[src/rtl/div_clk_meter_pkg.sv]
// Shared definitions for the divided-clock meter.
//   meter_state_t  : measurement FSM states (IDLE / ARM / RUN)
//   MIN_PERIOD_HC  : shortest period (half-cycles) a clk divider can produce
//                    with divide-by-2 or more; anything shorter is "too fast"
package div_clk_meter_pkg;

    typedef enum logic [1:0] {
        ST_IDLE = 2'd0,
        ST_ARM  = 2'd1,
        ST_RUN  = 2'd2
    } meter_state_t;

    localparam int MIN_PERIOD_HC = 4;

endpackage

[src/rtl/dual_edge_sampler.sv]
// Samples div_clk on both edges of clk and presents one posedge worth of
// half-samples to the posedge logic.
//   clk, rst_n : system clock, asynchronous active-low reset
//   div_clk    : divided clock under measurement
//   h0         : half-sample taken on the preceding negedge (older)
//   h1         : half-sample taken on this posedge (newer)
//   e0, e1     : rising-edge flags for h0 and h1 respectively
module dual_edge_sampler (
    input  logic clk,
    input  logic rst_n,
    input  logic div_clk,
    output logic h0,
    output logic h1,
    output logic e0,
    output logic e1
);

    logic s_neg;
    logic last_q;   // h1 of the previous posedge, i.e. the half-sample before h0

    always_ff @(negedge clk or negedge rst_n) begin
        if (!rst_n) s_neg <= 1'b0;
        else        s_neg <= div_clk;
    end

    always_ff @(posedge clk or negedge rst_n) begin
        if (!rst_n) last_q <= 1'b0;
        else        last_q <= div_clk;
    end

    assign h0 = s_neg;
    assign h1 = div_clk;
    assign e0 = s_neg & ~last_q;
    assign e1 = div_clk & ~s_neg;

endmodule

[src/rtl/div_clk_meter.sv]
// In-system checker for a divided clock derived from clk.
// Measures period and high time with half-cycle resolution and reports
// division ratio, exact-50%-duty, lock, timeout and too-fast status.
//   clk, rst_n  : system clock, asynchronous active-low reset
//   div_clk     : divided clock (glitch-free, generated from clk)
//   meas_valid  : 1-cycle pulse, new measurement on the outputs
//   period_hc   : last period in half-cycles
//   high_hc     : half-samples reading 1 within that period
//   div_ratio   : period_hc >> 1
//   ratio_odd   : div_ratio[0]
//   duty_ok     : high time is exactly half the period
//   locked      : LOCK_CNT consecutive identical periods
//   timeout     : 1-cycle pulse, no rising edge for 2^CNT_W-1 half-cycles
//   too_fast    : sticky, a period below MIN_PERIOD_HC was seen
//   fsm_state   : current measurement state, for observation
module div_clk_meter
    import div_clk_meter_pkg::*;
#(
    parameter int CNT_W    = 8,
    parameter int LOCK_CNT = 4
) (
    input  logic               clk,
    input  logic               rst_n,
    input  logic               div_clk,
    output logic               meas_valid,
    output logic [CNT_W-1:0]   period_hc,
    output logic [CNT_W-1:0]   high_hc,
    output logic [CNT_W-2:0]   div_ratio,
    output logic               ratio_odd,
    output logic               duty_ok,
    output logic               locked,
    output logic               timeout,
    output logic               too_fast,
    output meter_state_t       fsm_state
);

    localparam int MW = $clog2(LOCK_CNT + 1);
    localparam logic [CNT_W:0]   CNT_MAX  = {1'b0, {CNT_W{1'b1}}};
    localparam logic [MW-1:0]    LOCK_MAX = MW'(LOCK_CNT);
    localparam logic [CNT_W-1:0] MIN_P    = CNT_W'(MIN_PERIOD_HC);

    logic h0, h1, e0, e1;

    dual_edge_sampler u_sampler (
        .clk     (clk),
        .rst_n   (rst_n),
        .div_clk (div_clk),
        .h0      (h0),
        .h1      (h1),
        .e0      (e0),
        .e1      (e1)
    );

    meter_state_t     state_q, state_d;
    logic [CNT_W-1:0] cnt_q, cnt_d, high_q, high_d;
    logic [CNT_W-1:0] meas_period, meas_high;
    logic [CNT_W:0]   sum_cnt, sum_high;
    logic             cnt_full, edge_seen, meas, tmo;
    logic [MW-1:0]    mcnt_q, mcnt_d;

    // Counters: cnt_q counts half-samples since the last rising-edge sample
    // (inclusive), high_q those that read 1. An edge on h0 closes the period
    // before h0; an edge on h1 closes it after h0, so h0 still belongs to it.
    always_comb begin
        sum_cnt     = {1'b0, cnt_q} + (CNT_W+1)'(2);
        sum_high    = {1'b0, high_q} + (CNT_W+1)'(h0) + (CNT_W+1)'(h1);
        cnt_full    = (sum_cnt >= CNT_MAX);
        edge_seen   = e0 | e1;
        meas_period = '0;
        meas_high   = '0;
        cnt_d       = (sum_cnt > CNT_MAX)  ? CNT_MAX[CNT_W-1:0] : sum_cnt[CNT_W-1:0];
        high_d      = (sum_high > CNT_MAX) ? CNT_MAX[CNT_W-1:0] : sum_high[CNT_W-1:0];
        if (e0) begin
            meas_period = cnt_q;
            meas_high   = high_q;
            cnt_d       = CNT_W'(2);
            high_d      = CNT_W'(1) + CNT_W'(h1);
        end else if (e1) begin
            meas_period = cnt_q + CNT_W'(1);
            meas_high   = high_q + CNT_W'(h0);
            cnt_d       = CNT_W'(1);
            high_d      = CNT_W'(1);
        end
    end

    // Measurement FSM
    always_comb begin
        state_d = state_q;
        meas    = 1'b0;
        tmo     = 1'b0;
        case (state_q)
            ST_IDLE: if (edge_seen) state_d = ST_ARM;
            ST_ARM, ST_RUN: begin
                if (edge_seen) begin
                    meas    = 1'b1;
                    state_d = ST_RUN;
                end else if (cnt_full) begin
                    tmo     = 1'b1;
                    state_d = ST_IDLE;
                end
            end
            default: state_d = ST_IDLE;
        endcase
    end

    // Lock counter: consecutive measurements equal to the previous period
    always_comb begin
        mcnt_d = mcnt_q;
        if (meas_period != period_hc)  mcnt_d = MW'(1);
        else if (mcnt_q != LOCK_MAX)   mcnt_d = mcnt_q + MW'(1);
    end

    always_ff @(posedge clk or negedge rst_n) begin
        if (!rst_n) begin
            state_q    <= ST_IDLE;
            cnt_q      <= '0;
            high_q     <= '0;
            mcnt_q     <= '0;
            meas_valid <= 1'b0;
            timeout    <= 1'b0;
            period_hc  <= '0;
            high_hc    <= '0;
            duty_ok    <= 1'b0;
            locked     <= 1'b0;
            too_fast   <= 1'b0;
        end else begin
            state_q    <= state_d;
            cnt_q      <= cnt_d;
            high_q     <= high_d;
            meas_valid <= meas;
            timeout    <= tmo;
            if (meas) begin
                period_hc <= meas_period;
                high_hc   <= meas_high;
                duty_ok   <= ({meas_high, 1'b0} == {1'b0, meas_period});
                mcnt_q    <= mcnt_d;
                locked    <= (mcnt_d == LOCK_MAX) && (meas_period >= MIN_P);
                if (meas_period < MIN_P) too_fast <= 1'b1;
            end else if (tmo) begin
                mcnt_q <= '0;
                locked <= 1'b0;
            end
        end
    end

    assign div_ratio = period_hc[CNT_W-1:1];
    assign ratio_odd = period_hc[1];
    assign fsm_state = state_q;

endmodule

[config.mk]
export PLATFORM = sky130hd
export DESIGN_NAME = div_clk_meter
export DESIGN_NICKNAME = d
export VERILOG_FILES = /design/src/rtl/div_clk_meter_pkg.sv /design/src/rtl/dual_edge_sampler.sv /design/src/rtl/div_clk_meter.sv
export SDC_FILE = /design/constraint.sdc
export NUM_CORES = 1
export LEC_CHECK = 0
export ABC_AREA = 1
export CORE_MARGIN = 5
export CORE_UTILIZATION = 40
export DETAILED_ROUTE_END_ITERATION = 7
export GPL_TIMING_DRIVEN = 0
export PLACE_DENSITY = 0.74
export RECOVER_POWER = 100
export SLEW_MARGIN = 20
export SYNTH_ARGS = -nofsm -noshare
export SYNTH_HDL_FRONTEND = slang
export SYNTH_SLANG_ARGS = --single-unit
[constraint.sdc]
create_clock -name clk -period 1.7 [get_ports clk]
set_input_delay 0.34 -clock clk [delete_from_list [all_inputs] [get_ports clk]]
set_output_delay 0.34 -clock clk [all_outputs]
set_load 0.005 [all_outputs]
**Yosys cells after proc, flatten, opt, wreduce, memory -nomap -nowiden**

Index checks and enable logic that the tools add are counted.
Widths: inputs -> output; s select.

- Equal/unequal tests: 8
- Reduce and logical (&&, ||, !) cells: 6
- Multiplexer cells: 25
- Add/subtract/negate cells: 7
- Bitwise logic cells: 5
- Order comparisons: 5

Operators by type and width:

| cell | count |
|---|---|
| $mux 8 | 10 |
| $gt 9x8->1 const B | 2 |
| $mux 3 | 4 |
| $add 8x1->9 | 1 |
| $add 8x2->9 const B | 1 |
| $add 9x1->9 | 1 |
| $eq 9x8->1 | 1 |
| $ge 9x8->1 const B | 1 |
| $add 8x1->8 | 1 |
| $add 8x1->8 const B | 1 |
| $ge 8x3->1 const B | 1 |
| $lt 8x3->1 const B | 1 |
| $ne 8x8->1 | 1 |
| $mux 1 | 7 |
| $mux 2 | 3 |
| $ne 3x3->1 const B | 2 |
| $pmux 2 s2 | 1 |
| $reduce_and 2->1 | 2 |
| $add 3x1->3 const B | 1 |
| $eq 3x3->1 const B | 1 |
| $add 1x1->2 const A | 1 |
| $and 1x1->1 | 2 |
| $eq 2x1->1 const B | 1 |
| $eq 2x2->1 const B | 1 |
| 7 further kinds | 8 |

- Output and inout bits: 31
- Bits of input ports: 3
- Register bits after elaboration: 44
- Logic and storage cells: 69

**Longest topological paths before layout**

Gate-level depths: netlist (run 1).

- Word-level depth: 9
- Gate-level depth with buffers: 14
- Gate-level depth less buffers: 14

**Modules after synthesis**

From an unflattened synthesis (run 1), not the netlist that was laid out.

- Cells, all modules: 378
- Area, all modules: 2861.5 sq um

Modules (own cells, without submodules):

| module | cells an instance | seq. area each (sq um) | times used | area an instance (sq um) |
|---|---|---|---|---|
| div_clk_meter | 371 | 1051.0 | 1 | 2786.4 |
| dual_edge_sampler | 7 | 50.0 | 1 | 75.1 |

==> results.cfg, run 1 <==
[synthesis]
synthTopCellsByCount = nand2_1, inv_1, dfrtp_1
synth_cell_type_count = 36
synthAdderAreaFrac_pct = 5.56
synth_compound_area_share_pct = 9.32
synth_top_family_by_area = simple AND/OR/NAND/NOR gates
synth_nets = 400
synth_xor_area_share_pct = 2.47
synth-edff-count = 0
synth_mux_area_share_pct = 0
synth_ff_type = dfrtp_1
netlist_top_cells_area = dfrtp_1, nand2_1, inv_1
yosysSeqAreaShare_pct = 38.9
synthArstFlopShare_pct = 100
syn_inst = 385
synth_top_area_share_pct = 38.0
synthMostInstantiatedCell = nand2_1
ys_warn_count = 0
yosys.area_share.simple_pct = 32.3
synth_seq_cells = 44
synth_area_per_cell_um2 = 7.36
yosys.area.top_type = dfrtp_1
syn_area_mm2 = 0.00283

[sta]
slew_viol_final = 0
fin_hold_ws_ns = 0.235
finClkSkew_ns = 0.0180
setup_violations = 43
final_hold_viol_count = 0
tightest_slew_ns = 1.17
rsz0062_at_grt = yes
setup_slack_ns = -1.09
max-slew-margin-rel_pct = 21.8

[cts]
clock_latency_ns = 0.32
ctsHtreeMaxLevel = 2
ctsRootBufferMaster = clkbuf_8
path_clk_slew_ns = 0.09
cts_tree = yes
cts-buffers-inserted = 5
hold_buffers = 0
clock-sinks = 44
max-clock-path-buffers = 2

[setup_path]
worstPathArrival_ns = 3.05
cp_cell_sequence = buf_6, ha_4, ha_4, nand2_4, nor2_4, and3_4, o21ai_4, nand2_1, o21ai_0, nor2_1, nand3_1, nand2_1
rr_startpoint = u_sampler.h0$_DFF_NN0_
cp-start-kind = register
worstPathMaxFanout = 3
crit_type = reg -> reg
cp.required_ns = 1.95
max_stage_delay_ns = 0.44
cp-startpoint = u_sampler.h0$_DFF_NN0_
worstSetupEndpointType = register
cp_slowest_cell = dfrtn_1
r2r_setup_slack_ns = -1.09

[job]
cap_violations = 0

[run_status]
status = complete, but fails checks
violations = setup timing

[hold_path]
min-delay-path-class = in -> async

[grt]
use_met3_pct = 3.53
overflow = 0
grt_first_pass_wirelength_um = 15000
grt_pass1_vias = 3124
antenna_found_initial = 0
met2_usage_pct = 38.3
grt_max_degree = 24
grtUsageMet1_pct = 25.5
grt_usage_pct = 21.6
busiest_layer = met2

[pwr]
pwr-share-seq_pct = 29.0
power_density_mw_per_mm2 = 1070
pwr-share-comb_pct = 52.9
netSwitchingFraction_pct = 38.6
power_switching_mw = 1.90
power_leakage_nw = 2.24
p_int_mw = 3.01
peakVddDrop_v = 0.000668
clkPwrFrac_pct = 18.1
finalPower_mw = 4.91

[layout]
area_growth_pct = 62.3
drive_above_1_share_pct = 41.7
finalInstanceArea_mm2 = 0.00460
nFillCells = 489
n_antenna_cell = 0
fin_cells = 583
fin_nets = 501

[place]
gp_congestion = 0.942
dpl.cell_count = 515
dp_slack_ns = -1.14
hpwl_um = 5550
place_area_mm2 = 0.00339
io_buffers = 33

[detailed_routing]
drc_errors = 0
wl_per_cell_um = 17.3
num_vias = 3192
firstDrtPassIters = 5
via_per_inst = 5.48
dr.first_iter.drc_count = 377
drt-total-wl_um = 10100
postRouteAntennaNets = 0

[die]
die_w_um = 94.2
rows = 30
initial_core_util_pct = 41.5
core_mm2 = 0.00683
die_h_um = 94.2
io_pins = 34
dieArea_mm2 = 0.00887
[path summary, 6_finish.rpt]
| check | cells past startpoint | end |
|---|---|---|
| worst max-delay path | 12 | duty_ok$_DFFE_PN0P_ |
| worst min-delay path | 1 | high_q[7]$_DFF_PN0_ |
| worst max register to register | 12 | duty_ok$_DFFE_PN0P_ |
| worst min register to register | 1 | too_fast$_DFFE_PN0P_ |
| max in group asynchronous | 1 | u_sampler.h0$_DFF_NN0_ |
| min in group clk | 1 | too_fast$_DFFE_PN0P_ |
[kinds of logic (layout without fill, tap and decap cells)]
family	after synthesis	after routing
XOR/XNOR	8	8
buffers and inverters	72	174
AND/OR/NAND/NOR	201	201
AO/OA/AOI/OAI	48	48
flip-flops	44	44
adder cells (fa/ha/maj)	12	12
[stage by stage]
stage / setup TNS, ns / utilization, %
floorplan: -23.68 / -
global route: -36.64 / 67.3
detailed placement: -34.54 / 49.6
global placement: -72.64 / 49.3
finish: -31.87 / 67.3
CTS: -27.25 / 63.1
[final cells by class]
cell class	instances	area, um^2	share of cell area, %
tap	96	120	2.61
sequential	44	1110	24.1
buffer	17	169	3.67
multi-input combinational	269	1910	41.6
clock buffer	6	82.6	1.80
timing repair buffer	95	937	20.4
inverter	54	233	5.06
clock inverter	2	38.8	0.844
[worst max-delay path: cells and delay by family, from the launching register on]
family | cells | cell delay (ns)
buffers and inverters | 1 | 0.13
adders and majority gates | 2 | 0.30
AOI/OAI and AO/OA | 2 | 0.18
DFF | 1 | 0.44
and+or+nand+nor | 7 | 0.83
[what timing repair did]
| action | 4_1_cts | 5_1_grt |
|---|---|---|
| setup buffers | 46 | 17 |
| hold endpoints to repair | 0 | 0 |
| setup endpoints to repair | 46 | 48 |
| resized for setup | 122 | 63 |
| gates cloned | 3 | 0 |
| pin swaps | 35 | 24 |
[state kept, by name (all words and copies together), names as in the netlist]
| register | count |
|---|---|
| timeout | 1 |
| meas_valid | 1 |
| u_sampler.last_q | 1 |
| high_q | 8 |
| mcnt_q | 3 |
| locked | 1 |
| cnt_q | 8 |
| u_sampler.h0 | 1 |
| fsm_state | 2 |
| duty_ok | 1 |
| high_hc | 8 |
| period_hc | 8 |
| too_fast | 1 |
[placed cells by master (no fill, tap or decap), drive strengths merged]
cell type / n
or2: 1
clkdlybuf4s25: 1
nor4: 1
a211oi: 1
buf: 74
o22ai: 2
bufinv: 1
dlygate4sd3: 15
o21ai: 24
clkdlybuf4s50: 15
nand3b: 3
xor2: 5
nand4: 12
dlygate4sd2: 1
nor3: 4
o21a: 2
inv: 53
clkinv: 2
nor2: 31
a31oi: 3
dfrtp: 43
clkbuf: 12
o211ai: 1
ha: 11
xnor2: 3
nand3: 40
and3: 1
dfrtn: 1
a21o: 1
a21oi: 12
fa: 1
o31ai: 2
nand2: 108
[power by group through the flow]
stage               logic (mW)  clock network, mW  registers, mW
floorplan                0.969                  0           1.40
global placement          1.52                  0           1.41
detailed placement        1.56                  0           1.43
CTS                       2.24              0.893           1.42
global route              2.76              0.932           1.45
finish                    2.60              0.887           1.43
[layer usage]
layer,routed length [um],part of all wire [%]
met1,3880,39
met2,5090,51
met3,637,6.3
met4,459,4.6
met5,0,0
Note: power is estimated with default switching activity, not from simulation.
==> run 2: changes to the inputs <==
==> constraint.sdc (replaced) <==
create_clock -name clk -period 1.7 [get_ports clk]
set_input_delay 0.34 -clock clk [delete_from_list [all_inputs] [get_ports clk]]
set_output_delay 0.34 -clock clk [all_outputs]
set_load 0.02 [all_outputs]
==> results.cfg, run 2 (synthesis gave the netlist of run 1 again) <==
[setup_path]
r2r_cells = 11
rr_endpoint = duty_ok$_DFFE_PN0P_
worstPathArrival_ns = 2.87
cp_slowest_cell = dfrtn_1
cp.required_ns = 1.90
r2r_setup_slack_ns = -0.97
crit_cells = 11
crit_type = reg -> reg
max_stage_delay_ns = 0.47
worstPathMaxFanout = 8
cp_num_buf_inv = 3
cpLargestDelayFamily = simple AND/OR/NAND/NOR gates
cp_cell_sequence = buf_6, nand2_8, buf_8, o22ai_1, inv_1, nor2_1, nor3_2, nand2_1, nor2_1, nand3_1, nand2_1
worstSetupEndpointType = register
cp-start-kind = register
rr_startpoint = u_sampler.h0$_DFF_NN0_

[sta]
tightest_slew_ns = 0.515
setup_slack_ns = -0.966
finClkSkew_ns = 0.00697
final_hold_viol_count = 0
fin_hold_ws_ns = 0.472
setup_violations = 42
max-slew-margin-rel_pct = 65.7
rsz0062_at_grt = yes
fin_setup_tns_ns = -32.00
slew_viol_final = 0

[die]
io_pins = 34
initial_core_util_pct = 41.5
die_h_um = 94.2
rows = 30
core_mm2 = 0.00683
dieArea_mm2 = 0.00887
die_w_um = 94.2

[cts]
ctsRootBufferMaster = clkbuf_8
clock-sinks = 44
cts-buffers-inserted = 5
clock_latency_ns = 0.31
max-clock-path-buffers = 2
path_clk_slew_ns = 0.09
cts_tree = yes
ctsHtreeMaxLevel = 2

[hold_path]
hold_start = too_fast$_DFFE_PN0P_
min_to = too_fast$_DFFE_PN0P_
min_path_cells = 1
min-delay-path-class = reg -> reg

[layout]
n_antenna_cell = 0
fin_nets = 490
finalInstanceArea_mm2 = 0.00445
layout_commonest_cell = nand2_1
fin_cells = 572
final_cell_mix = nand2_1, inv_1, dfrtp_1
drive_above_1_share_pct = 37.6
nFillCells = 515
area_growth_pct = 57.0

[detailed_routing]
dr.first_iter.drc_count = 184
firstDrtPassIters = 4
drt-total-wl_um = 9440
drc_errors = 0
num_vias = 3034
via_per_inst = 5.30
wl_per_cell_um = 16.5
postRouteAntennaNets = 0

[place]
dp_slack_ns = -1.13
dpl.cell_count = 515
gp_congestion = 0.950
io_buffers = 33
place_area_mm2 = 0.00340
hpwl_um = 5510

[grt]
antenna_found_initial = 0
grt_max_degree = 26
grt_first_pass_wirelength_um = 14500
grt_pass1_vias = 2978
grt_usage_pct = 20.7
overflow = 0

[run_status]
violations = setup timing
status = complete, but fails checks

[pwr]
peakVddDrop_v = 0.000809
power_leakage_nw = 2.16
power_density_mw_per_mm2 = 1090

[job]
cap_violations = 0
run 2: timing repair:
action,in CTS,in global routing
resized for setup,107,56
hold buffers,1,0
gates cloned,3,0
endpoints found under the hold margin,9,0
buffers inserted,36,9
pin swaps,32,20
setup endpoints to repair,55,46
run 2: stage by stage:
step                      utilization [%]  power (mW)
after global placement               49.6        3.11
after floorplan                         -        2.54
after CTS                            61.5        4.64
after global routing                 65.1        5.09
final                                65.1        4.83
after detailed placement             49.8        3.16
run 2: power breakdown:
group	leakage, nW	total, mW	switching (mW)	internal, mW
clock network	0.0614	0.885	0.404	0.481
registers	0.577	1.42	0.188	1.23
logic	1.52	2.52	1.35	1.17
total	2.16	4.83	1.94	2.89
run 2: final cells by class:
class	count	area (um^2)	share of cell area (%)
Multi-Input combinational cell	269	1870	42.1
Tap cell	96	120	2.70
Sequential cell	44	1100	24.8
Clock inverter	2	38.8	0.872
Clock buffer	6	82.6	1.86
Inverter	54	220	4.95
Timing Repair Buffer	83	823	18.5
Buffer	18	189	4.25
run 2: per-layer routing:
| metal | global-route usage (%) | part of all wire (%) | vias to the layer above |
|---|---|---|---|
| li1 | - | - | 1422 |
| met3 | 2.88 | 5.9 | 32 |
| met5 | 0 | 0 | - |
| met4 | 7.46 | 3.5 | 0 |
| met2 | 36.9 | 53 | 113 |
| met1 | 25.3 | 38 | 1467 |
run 2: how the worst max path moves through the flow:
stage | start | end
after detailed placement | u_sampler.h0$_DFF_NN0_ | duty_ok$_DFFE_PN0P_
final | u_sampler.h0$_DFF_NN0_ | duty_ok$_DFFE_PN0P_
after global routing | u_sampler.h0$_DFF_NN0_ | duty_ok$_DFFE_PN0P_
after CTS | u_sampler.h0$_DFF_NN0_ | mcnt_q[0]$_DFFE_PN0P_
after global placement | rst_n | u_sampler.h0$_DFF_NN0_
after floorplan | u_sampler.h0$_DFF_NN0_ | duty_ok$_DFFE_PN0P_
